<file path="src/rtl/mul_pkg.sv">
// Shared definitions for the multiplier arbiter: FSM state encoding and
// default sizing for operands, requesters and multiplier latency.
package mul_pkg;

  localparam int DEF_NUM_BITS   = 7;
  localparam int DEF_NUM_REQ    = 4;
  localparam int DEF_MUL_CYCLES = 16;

  typedef enum logic [2:0] {
    S_IDLE   = 3'd0,
    S_CLEAR  = 3'd1,
    S_LAUNCH = 3'd2,
    S_WAIT   = 3'd3,
    S_DONE   = 3'd4
  } mul_state_t;

  // Width of an index able to address n items, never narrower than one bit.
  function automatic int idx_width(input int n);
    return (n > 1) ? $clog2(n) : 1;
  endfunction

endpackage

</file>
<file path="src/rtl/rr_pick.sv">
// Combinational round-robin picker: scans requests starting just after the
// last granted requester and returns the first hit as one-hot plus index.
module rr_pick #(
  parameter int NUM_REQ = 4,
  parameter int IDX_W   = 2
) (
  input  logic [NUM_REQ-1:0] req,
  input  logic [IDX_W-1:0]   last_granted,
  output logic [NUM_REQ-1:0] grant,
  output logic [IDX_W-1:0]   grant_idx,
  output logic               valid
);

  logic [IDX_W-1:0] cand;

  // The last granted requester is visited last, so nobody can be starved.
  always_comb begin
    grant     = '0;
    grant_idx = '0;
    valid     = 1'b0;
    cand      = '0;
    for (int off = 1; off <= NUM_REQ; off++) begin
      cand = IDX_W'((int'(last_granted) + off) % NUM_REQ);
      if (!valid && req[cand]) begin
        valid       = 1'b1;
        grant[cand] = 1'b1;
        grant_idx   = cand;
      end
    end
  end

endmodule

</file>
<file path="src/rtl/mul_arbiter.sv">
// Shares one external multi-cycle multiplier core between several requesters,
// sequencing clear, launch, wait and result capture for one job at a time.
module mul_arbiter
  import mul_pkg::*;
#(
  parameter int NUM_BITS   = DEF_NUM_BITS,
  parameter int NUM_REQ    = DEF_NUM_REQ,
  parameter int MUL_CYCLES = DEF_MUL_CYCLES
) (
  input  logic                         clk,
  input  logic                         rst_n,
  input  logic [NUM_REQ-1:0]           req,
  input  logic [NUM_REQ*NUM_BITS-1:0]  op_a,
  input  logic [NUM_REQ*NUM_BITS-1:0]  op_b,
  output logic [NUM_REQ-1:0]           grant,
  output logic [NUM_REQ-1:0]           done,
  output logic [2*NUM_BITS-1:0]        result,
  output logic                         busy,
  output logic                         mul_rst,
  output logic                         mul_start,
  output logic [NUM_BITS-1:0]          mul_multiplier,
  output logic [NUM_BITS-1:0]          mul_multiplicand,
  input  logic [2*NUM_BITS-1:0]        mul_product
);

  localparam int IDX_W = idx_width(NUM_REQ);
  localparam int CNT_W = idx_width(MUL_CYCLES);
  localparam logic [CNT_W-1:0]   CNT_LOAD = CNT_W'(MUL_CYCLES - 1);
  localparam logic [IDX_W-1:0]   IDX_LAST = IDX_W'(NUM_REQ - 1);
  localparam logic [NUM_REQ-1:0] ONE_HOT0 = NUM_REQ'(1);

  mul_state_t state, state_nxt;

  logic [CNT_W-1:0]    cnt;
  logic [IDX_W-1:0]    last_granted;
  logic [IDX_W-1:0]    pick_idx;
  logic [NUM_REQ-1:0]  pick_grant;
  logic                pick_valid;
  logic [NUM_BITS-1:0] a_slice [NUM_REQ];
  logic [NUM_BITS-1:0] b_slice [NUM_REQ];

  for (genvar g = 0; g < NUM_REQ; g++) begin : g_unpack
    assign a_slice[g] = op_a[g*NUM_BITS +: NUM_BITS];
    assign b_slice[g] = op_b[g*NUM_BITS +: NUM_BITS];
  end

  rr_pick #(
    .NUM_REQ (NUM_REQ),
    .IDX_W   (IDX_W)
  ) u_rr_pick (
    .req          (req),
    .last_granted (last_granted),
    .grant        (pick_grant),
    .grant_idx    (pick_idx),
    .valid        (pick_valid)
  );

  always_ff @(posedge clk or negedge rst_n) begin
    if (!rst_n) begin
      state <= S_IDLE;
    end else begin
      state <= state_nxt;
    end
  end

  // The core is held in reset whenever the arbiter itself is in reset.
  always_comb begin
    state_nxt = state;
    busy      = 1'b1;
    mul_rst   = !rst_n;
    mul_start = 1'b0;
    case (state)
      S_IDLE: begin
        busy = 1'b0;
        if (pick_valid) state_nxt = S_CLEAR;
      end
      S_CLEAR: begin
        mul_rst   = 1'b1;
        state_nxt = S_LAUNCH;
      end
      S_LAUNCH: begin
        mul_start = 1'b1;
        state_nxt = S_WAIT;
      end
      S_WAIT: begin
        if (cnt == '0) state_nxt = S_DONE;
      end
      S_DONE: begin
        state_nxt = S_IDLE;
      end
      default: begin
        state_nxt = S_IDLE;
      end
    endcase
  end

  // Loaded while launching so WAIT lasts exactly MUL_CYCLES cycles.
  always_ff @(posedge clk or negedge rst_n) begin
    if (!rst_n) begin
      cnt <= '0;
    end else if (state == S_LAUNCH) begin
      cnt <= CNT_LOAD;
    end else if (state == S_WAIT && cnt != '0) begin
      cnt <= cnt - 1'b1;
    end
  end

  // last_granted doubles as the owner of the job in flight for the done pulse.
  always_ff @(posedge clk or negedge rst_n) begin
    if (!rst_n) begin
      grant            <= '0;
      done             <= '0;
      result           <= '0;
      last_granted     <= IDX_LAST;
      mul_multiplier   <= '0;
      mul_multiplicand <= '0;
    end else begin
      grant <= '0;
      done  <= '0;
      if (state == S_IDLE && pick_valid) begin
        grant            <= pick_grant;
        last_granted     <= pick_idx;
        mul_multiplier   <= a_slice[pick_idx];
        mul_multiplicand <= b_slice[pick_idx];
      end
      if (state == S_DONE) begin
        done   <= ONE_HOT0 << last_granted;
        result <= mul_product;
      end
    end
  end

endmodule

</file>
<file path="config.mk">
export PLATFORM = sky130hd
export DESIGN_NAME = mul_arbiter
export DESIGN_NICKNAME = d
export VERILOG_FILES = /design/src/rtl/mul_pkg.sv /design/src/rtl/rr_pick.sv /design/src/rtl/mul_arbiter.sv
export SDC_FILE = /design/constraint.sdc
export NUM_CORES = 1
export LEC_CHECK = 0
export BUFFER_PORTS_ARGS = -buffer_cell sky130_fd_sc_hd__buf_2
export CORE_MARGIN = 4
export CORE_UTILIZATION = 35
export DETAILED_ROUTE_END_ITERATION = 10
export PLACE_DENSITY = 0.58
export SYNTH_ARGS = -nofsm -noshare
export SYNTH_HDL_FRONTEND = slang
export SYNTH_SLANG_ARGS = --single-unit
</file>
<file path="constraint.sdc">
create_clock -name clk -period 6.3 [get_ports clk]
set_input_delay 0.315 -clock clk [delete_from_list [all_inputs] [get_ports clk]]
set_output_delay 0.315 -clock clk [all_outputs]
set_load 0.02 [all_outputs]
</file>
==> results of run 1 <==
-- how the worst min path moves through the flow --
stage                end  slack, ns  depth (start not counted)
2_1_floorplan     cnt[0]       0.02                          0
3_3_place_gp   result[9]       0.44                          2
3_5_place_dp   result[8]       0.45                          2
4_1_cts        result[8]       0.12                          2
5_1_grt        result[9]       0.14                          2
6_report       result[9]       0.09                          2
-- metal layers --
metal,track usage,share of wire,routed length [microns],vias to the layer above
li1,-,-,-,1160
met1,0.189,0.42,2960,1125
met2,0.250,0.52,3670,48
met3,0.0287,0.036,251,10
met4,0.0373,0.017,120,0
met5,0,0,0,-
-- logic make-up (layout without fill, tap and decap cells) --
| family | after synthesis | in the layout | synth area share |
|---|---|---|---|
| simple gates | 70 | 70 | 0.137 |
| compound gates | 68 | 68 | 0.208 |
| flops | 45 | 45 | 0.401 |
| mux | 35 | 35 | 0.149 |
| buf+inv | 27 | 132 | 0.0582 |
| fa+ha+maj | 9 | 9 | 0.0400 |
| xor+xnor | 2 | 2 | 0.00622 |
-- cell type report --
| cell class | instances | area (sq um) | share of cell area |
|---|---|---|---|
| Inverter | 7 | 26.3 | 0.00748 |
| Timing Repair Buffer | 117 | 593 | 0.169 |
| Multi-Input combinational cell | 184 | 1530 | 0.435 |
| Tap cell | 102 | 128 | 0.0364 |
| Clock buffer | 6 | 72.6 | 0.0207 |
| Clock inverter | 2 | 35.0 | 0.00998 |
| Sequential cell | 45 | 1130 | 0.321 |
-- registers in the layout (all words and copies together) (netlist names) --
register,count
done,4
grant,4
state,3
cnt,4
mul_multiplicand,7
last_granted,2
result,14
mul_multiplier,7
-- worst register-to-register path: cells and delay by family, from the launching register on --
family	cells	cell delay, ns
DFF	1	0.76
buffers and inverters	1	0.21
muxes	2	0.54
and+or+nand+nor	2	0.39
adders and majority gates	1	0.44
AOI/OAI and AO/OA	2	1.03
-- through the flow --
stage | hold slack, ns | utilization | cells
floorplan | 0.0194 | - | 256
global placement | 0.445 | 0.438 | 455
detailed placement | 0.446 | 0.438 | 455
CTS | 0.116 | 0.452 | 463
global route | 0.145 | 0.452 | 463
finish | 0.0931 | 0.452 | 463
-- placed cells by master (no fill, tap or decap), types with 2 or more instances in the layout --
cell type,count
sky130_fd_sc_hd__a21boi_0,13
sky130_fd_sc_hd__a21oi_1,2
sky130_fd_sc_hd__nor2b_1,2
sky130_fd_sc_hd__o211ai_2,10
sky130_fd_sc_hd__xnor2_1,2
sky130_fd_sc_hd__mux4_2,4
sky130_fd_sc_hd__o211ai_1,6
sky130_fd_sc_hd__buf_2,114
sky130_fd_sc_hd__dfstp_2,2
sky130_fd_sc_hd__nor3_1,2
sky130_fd_sc_hd__mux2_2,15
sky130_fd_sc_hd__o311ai_1,14
sky130_fd_sc_hd__mux2i_1,16
sky130_fd_sc_hd__dfrtp_1,43
sky130_fd_sc_hd__and2_1,6
sky130_fd_sc_hd__ha_1,9
sky130_fd_sc_hd__inv_1,7
sky130_fd_sc_hd__buf_4,3
sky130_fd_sc_hd__clkbuf_8,5
sky130_fd_sc_hd__nor2_1,12
sky130_fd_sc_hd__and3_1,15
sky130_fd_sc_hd__o21ai_0,4
sky130_fd_sc_hd__a211oi_2,2
sky130_fd_sc_hd__a22oi_1,4
sky130_fd_sc_hd__a221oi_1,4
sky130_fd_sc_hd__nand2_1,24
-- power breakdown --
group	internal (mW)	total (mW)	switching [mW]	leakage, nW
logic	0.437	1.10	0.658	1.12
registers	0.415	0.512	0.0968	0.543
clock network	0.118	0.220	0.102	0.0552
total	0.970	1.83	0.857	1.71
==> Implementation_results.wiki, run 1 <==
{| class="wikitable"
! Metric !! Value
|-
| PnR Total Power || 1.83 mW
|-
| Initial core utilization || 0.362
|-
| Most frequent cells after synthesis || sky130_fd_sc_hd__dfrtp_1 (43), sky130_fd_sc_hd__nand2_1 (24), sky130_fd_sc_hd__mux2i_1 (16)
|-
| Clock transition at the register clock pins on the worst setup and hold paths after CTS || approximately 0.09 ns
|-
| Post-DR wirelength/cell || 15.1 microns
|-
| Std-Cell Core Area || 7770 sq um
|-
| Setup TNS || 0 ns
|-
| Dpl ws || 2.83 ns
|-
| Worst-skew pair later-pin latency || about 0.30 ns
|-
| Maximum vdd ir drop || 0.000249 V
|-
| Tot GR Track Use || 0.146
|-
| Ys Warns || 0
|-
| Post-layout worst setup margin || 2.81 ns
|-
| Clock net sink count || 45
|-
| Worst relative slew slack || 0.306
|-
| CP Cell Sequence || inv_1 > ha_1 > mux4_2 > nor2b_1 > o211ai_2 > nand2_4 > mux2i_1 > o311ai_1
|-
| EDFF count, synth || 0
|-
| Signal arrival time at the worst endpoint || 3.67 ns
|-
| Number of nets in the layout || ~450
|-
| Antenna Violating Nets Remaining || 0
|-
| Type of the worst setup path || flip-flop to flip-flop
|-
| Share of layout cells above drive strength 1 || 0.454
|-
| 1st-iter DRT viols || 67
|-
| Main flop type after synthesis || sky130_fd_sc_hd__dfrtp_1
|-
| Worst Path Max Fanout || 29
|-
| Critical path endpoint || mul_multiplier[4]
|-
| Levels on crit path || 8
|-
| Overall die area || about 9500 sq um
|-
| Number of library cell types mapped by synthesis || 45
|-
| Via count || 2343
|-
| Top delay family on crit path || compound AO/OA/AOI/OAI gates
|-
| Horizontal die dimension || a little under 100 microns
|-
| Startpoint Class || flip-flop
|-
| Post-route DRC violation count || 0
|-
| Instance area after placement || ~3400 sq um
|-
| Worst-Margin Slew || 1.04 ns
|-
| Number of hold buffers added after cts || 0
|-
| Post-synthesis sequential element count || 45
|-
| Average instance area after synthesis || around 11 sq um
|-
| Wire length of the first global-routing pass || ~12 mm
|-
| Finish-stage setup viols || 0
|-
| CTS tree || built
|-
| Reg2Reg Setup Slack || ~2.8 ns
|-
| Start point of the critical path || last_granted[0]
|-
| Number of buffers created by CTS || 5
|-
| Share of the clock period used by the worst path after layout || 0.553
|-
| Nets in the synthesized netlist || 341
|-
| Design Area, Final || 3510 sq um
|-
| P_leak || roughly 1.7 nW
|-
| Nature of the critical path endpoint || flip-flop
|-
| Area delta synth->final || 24.7%
|-
| Cell with the largest stage delay on the worst path || sky130_fd_sc_hd__o211ai_2
|-
| Setup repair after global routing missed its margin || no
|-
| Root buffer selected by CTS || sky130_fd_sc_hd__clkbuf_8
|-
| Seq/Total Area, Yosys || 0.401
|-
| Required time at the endpoint of the critical path || 6.48 ns
|-
| Result of the run || completed
|-
| Fin Clk Skew || 0.0101 ns
|-
| Asr flop ratio synth || 1.00
|-
| Global-route congestion overflow total || 0
|-
| Cells on worst reg2reg path || 8
|-
| Routability cong. || 0.800
|-
| Worst-case clock buffer depth || 2
|-
| Count of buffering cells on the critical path with inverters included || 1
|-
| Total of max-cap violations || 0
|-
| Final count of hold timing violations || 0
|-
| Die Y || 97.7 microns
|-
| Post-synthesis instance total || 256
|-
| Reg-to-reg startpoint || last_granted[0]
|-
| I/O Pins || 115
|-
| Half-perimeter wire length of the detailed placement result || 5.23 mm
|-
| Tightest Hold Check Type || primary input to async pin
|-
| Total number of placement rows || 32
|-
| Number of global-route vias before repair || 2344
|-
| Post-layout minimum cycle time || 3.49 ns
|-
| ANT cells || 0
|-
| Syn Std Cell Area || approximately 2800 sq um
|-
| Maximum clock rate || between 0.2 and 0.3 GHz
|-
| Post CTS Setup Buffer Count || 0
|-
| Crit path largest cell delay || 0.77 ns
|-
| Pins over their slew limit || 0
|-
| Clock H-tree levels || 2
|-
| Share of Yosys cell area claimed by the top area cell type || 0.382
|-
| Port bufs || 114
|-
| Post_cts resized || 0
|-
| Total power divided by cell area || 520 nW/um^2
|-
| Initial antenna violation count || 0
|-
| Top area cells in the synthesized netlist || sky130_fd_sc_hd__dfrtp_1 (38%), sky130_fd_sc_hd__mux2_2 (6.0%), sky130_fd_sc_hd__mux2i_1 (5.7%)
|-
| Via density per instance || 5.06
|-
| Leading cell type by number of instances after synthesis || sky130_fd_sc_hd__dfrtp_1
|-
| Fillcell total || 780
|-
| Terminus of the critical flop-to-flop path || mul_multiplier[4]
|-
| TritonRoute pass-1 iters || 4
|-
| Synth area leader || sky130_fd_sc_hd__dfrtp_1
|-
| Routed wire length || ~7 mm
|-
| Pin count of the biggest net entering global routing || 47
|}
Power figures use the tool's default switching activity.
==> run 2, diff against run 1 <==
- clock period: 6.3 -> 3.5 ns (I/O delays scaled with it)
==> run 2 against run 1 <==
Effect of this change: combinational power rose by 85%; final area increased by 1.5%; utilization increased by 0.69 points; cell count rose by 0.86%; flip-flop and latch count stayed put; highest routed layer unchanged; critical path type unchanged; wire length rose by 0.99%; largest power group unchanged; critical path depth up 1; fmax increased by 10%; worst hold slack better by 0.0023 ns; sequential power rose by 79%.
==> Implementation_results.wiki, run 2 (synthesized netlist as in run 1, its figures left out) <==
{| class="wikitable"
! Metric !! Value
|-
| Routability cong. || around 0.81
|-
| Number of global-route vias before repair || ~2300
|-
| Hold path cells || 2
|-
| Share of layout cells above drive strength 1 || 0.460
|-
| Hold_ws || 0.0954 ns
|-
| Root buffer selected by CTS || sky130_fd_sc_hd__clkbuf_8
|-
| Final cell count without fillers || 467
|-
| Signal arrival time at the worst endpoint || 3.35 ns
|-
| TritonRoute pass-1 iters || 5
|-
| Post CTS Setup Buffer Count || 0
|-
| Result of the run || completed
|-
| ANT cells || 0
|-
| Internal Pwr Total || 1.79 mW
|-
| Hold-critical path endpoint || result[10]
|-
| Wire length of the first global-routing pass || 11.7 mm
|-
| Antenna Violating Nets Remaining || 0
|-
| Routed length on met1 || 3.13 mm
|-
| Number of buffers created by CTS || 5
|-
| Area delta synth->final || 26.6%
|-
| Initial core utilization || 0.362
|-
| Wire length on met2 || 3.66 mm
|-
| Port bufs || around 110
|-
| CP Cell Sequence || inv_1 > ha_1 > mux4_2 > nor2b_1 > o211ai_2 > buf_4 > and3_1 > o211ai_1 > o311ai_1
|-
| P_leak || 1.74 nW
|-
| Std-Cell Core Area || about 8000 sq um
|-
| Finish-stage setup viols || 0
|-
| Worst-Margin Slew || 0.699 ns
|-
| PnR Total Power || 3.37 mW
|-
| Worst Min Path Start || mul_product[10]
|-
| Overall die area || 9540 sq um
|-
| Largest registers in the final layout || result x14, mul_multiplicand x7, mul_multiplier x7
|-
| Storage element area || 1130 sq um
|-
| Combinational share of power || 0.605
|-
| Routed wire length || 7.06 mm
|-
| Dpl ws || 0.330 ns
|-
| Switching Fraction || 0.469
|-
| Part of the total power dissipated in the clock network || 0.124
|-
| Total number of placement rows || 32
|-
| Post-layout minimum cycle time || 3.17 ns
|-
| Worst-case clock buffer depth || 2
|-
| Via count || 2339
|-
| Instance area after placement || between 3000 and 4000 sq um
|-
| 1st-iter DRT viols || 65
|-
| I/O Pins || about 120
|-
| Number of nets in the layout || 449
|-
| NetSw || 1.58 mW
|-
| Reg-to-reg startpoint || last_granted[0]
|-
| Clock net sink count || 45
|-
| Global-route congestion overflow total || 0
|-
| Required time at the endpoint of the critical path || 3.68 ns
|-
| Design Area, Final || ~3600 sq um
|-
| Nature of the critical path endpoint || flip-flop
|-
| Post-route DRC violation count || 0
|-
| Initial antenna violation count || 0
|-
| Total power divided by cell area || 944 nW/um^2
|-
| Horizontal die dimension || 97.7 microns
|-
| CTS tree || built
|-
| Number of placed cells counting well taps || 458
|-
| Fillcell total || 777
|-
| Setup TNS || 0 ns
|-
| Clock transition at the register clock pins on the worst setup and hold paths after CTS || 0.10 ns
|-
| Tot GR Track Use || 0.149
|-
| Leading cell type in the layout, fill and taps excluded || sky130_fd_sc_hd__buf_2
|-
| Worst relative slew slack || 0.534
|-
| Share of the core filled with cells in the final layout || 0.459
|-
| Maximum vdd ir drop || 0.000367 V
|-
| Maximum clock rate || 0.316 GHz
|-
| Worst-skew pair later-pin latency || 0.30 ns
|-
| Uppermost layer routed || met4
|-
| Number of flip-flops under the largest register name || 14
|-
| Half-perimeter wire length of the detailed placement result || 5.34 mm
|-
| Via density per instance || 5.01
|-
| Terminus of the critical flop-to-flop path || mul_multiplicand[0]
|-
| Sequential share of power || 0.272
|-
| Cells on worst reg2reg path || 9
|-
| Fin Clk Skew || about 0.013 ns
|-
| Clock H-tree levels || 2
|-
| Crit path largest cell delay || 0.76 ns
|-
| Startpoint Class || flip-flop
|-
| Type of the worst setup path || flip-flop to flip-flop
|-
| Final count of hold timing violations || 0
|-
| Post-DR wirelength/cell || 15.1 microns
|-
| Share of the clock period used by the worst path after layout || 0.905
|-
| Cell with the largest stage delay on the worst path || sky130_fd_sc_hd__dfstp_2
|-
| Setup repair after global routing missed its margin || no
|-
| Pin count of the biggest net entering global routing || 47
|-
| Post-layout worst setup margin || 0.332 ns
|-
| Die Y || 97.7 microns
|-
| Highest-count cells in the layout ignoring fill and taps || sky130_fd_sc_hd__buf_2 (114), sky130_fd_sc_hd__dfrtp_1 (43), sky130_fd_sc_hd__nand2_1 (24)
|-
| Area used by multi-input combinational logic || 1530 sq um
|-
| Register bank with the most flops || result
|-
| Pins over their slew limit || 0
|-
| Total of max-cap violations || 0
|-
| Reg2Reg Setup Slack || 0.33 ns
|-
| Met3 WL post-DR || 192 microns
|-
| Worst Path Max Fanout || 16
|-
| Tightest Hold Check Type || primary input to flip-flop
|}
## run 2: worst max-delay path by stage
| stage | cells past startpoint | to | from | slack, ns |
|---|---|---|---|---|
| 2_1_floorplan | 12 | mul_multiplier[0] | last_granted[0] | 0.65 |
| 6_report | 9 | mul_multiplicand[0] | last_granted[0] | 0.33 |
| 3_3_place_gp | 8 | mul_multiplier[6] | last_granted[0] | 0.43 |
| 3_5_place_dp | 8 | mul_multiplicand[0] | last_granted[0] | 0.33 |
| 4_1_cts | 8 | mul_multiplicand[0] | last_granted[0] | 0.32 |
| 5_1_grt | 8 | mul_multiplicand[0] | last_granted[0] | 0.13 |
## run 2: layer usage
layer	vias to the layer above	global-route usage
li1	1169	-
met4	0	0.0383
met1	1129	0.192
met5	-	0
met3	4	0.0266
met2	37	0.256
## run 2: worst max-delay path, delay by kind of cell (launching register included)
kind / cells / cell delay, ns
muxes: 1 / 0.41
adders and majority gates: 1 / 0.48
AOI/OAI and AO/OA: 3 / 0.53
DFF: 1 / 0.76
buffers and inverters: 2 / 0.50
and+or+nand+nor: 2 / 0.34
## run 2: cell type report
class,count,share of cell area
clock inverters,3,0.0133
clock buffers,5,0.0193
flip-flops and latches,45,0.317
inverters,7,0.00737
multi-input cells,184,0.429
repair buffers,121,0.179
well taps,102,0.0358
## run 2: power by group through the flow
stage / sequential, mW / combinational [mW] / clock, mW
floorplan: 1.09 / 1.48 / 0
global placement: 0.921 / 2.01 / 0
detailed placement: 0.932 / 2.04 / 0
CTS: 0.920 / 2.05 / 0.434
global route: 0.957 / 2.23 / 0.452
finish: 0.914 / 2.03 / 0.417
## run 2: what timing repair did
item	CTS	global route
resized for setup	0	0
hold endpoints to repair	35	0
hold buffers	1	0
setup endpoints to repair	0	0
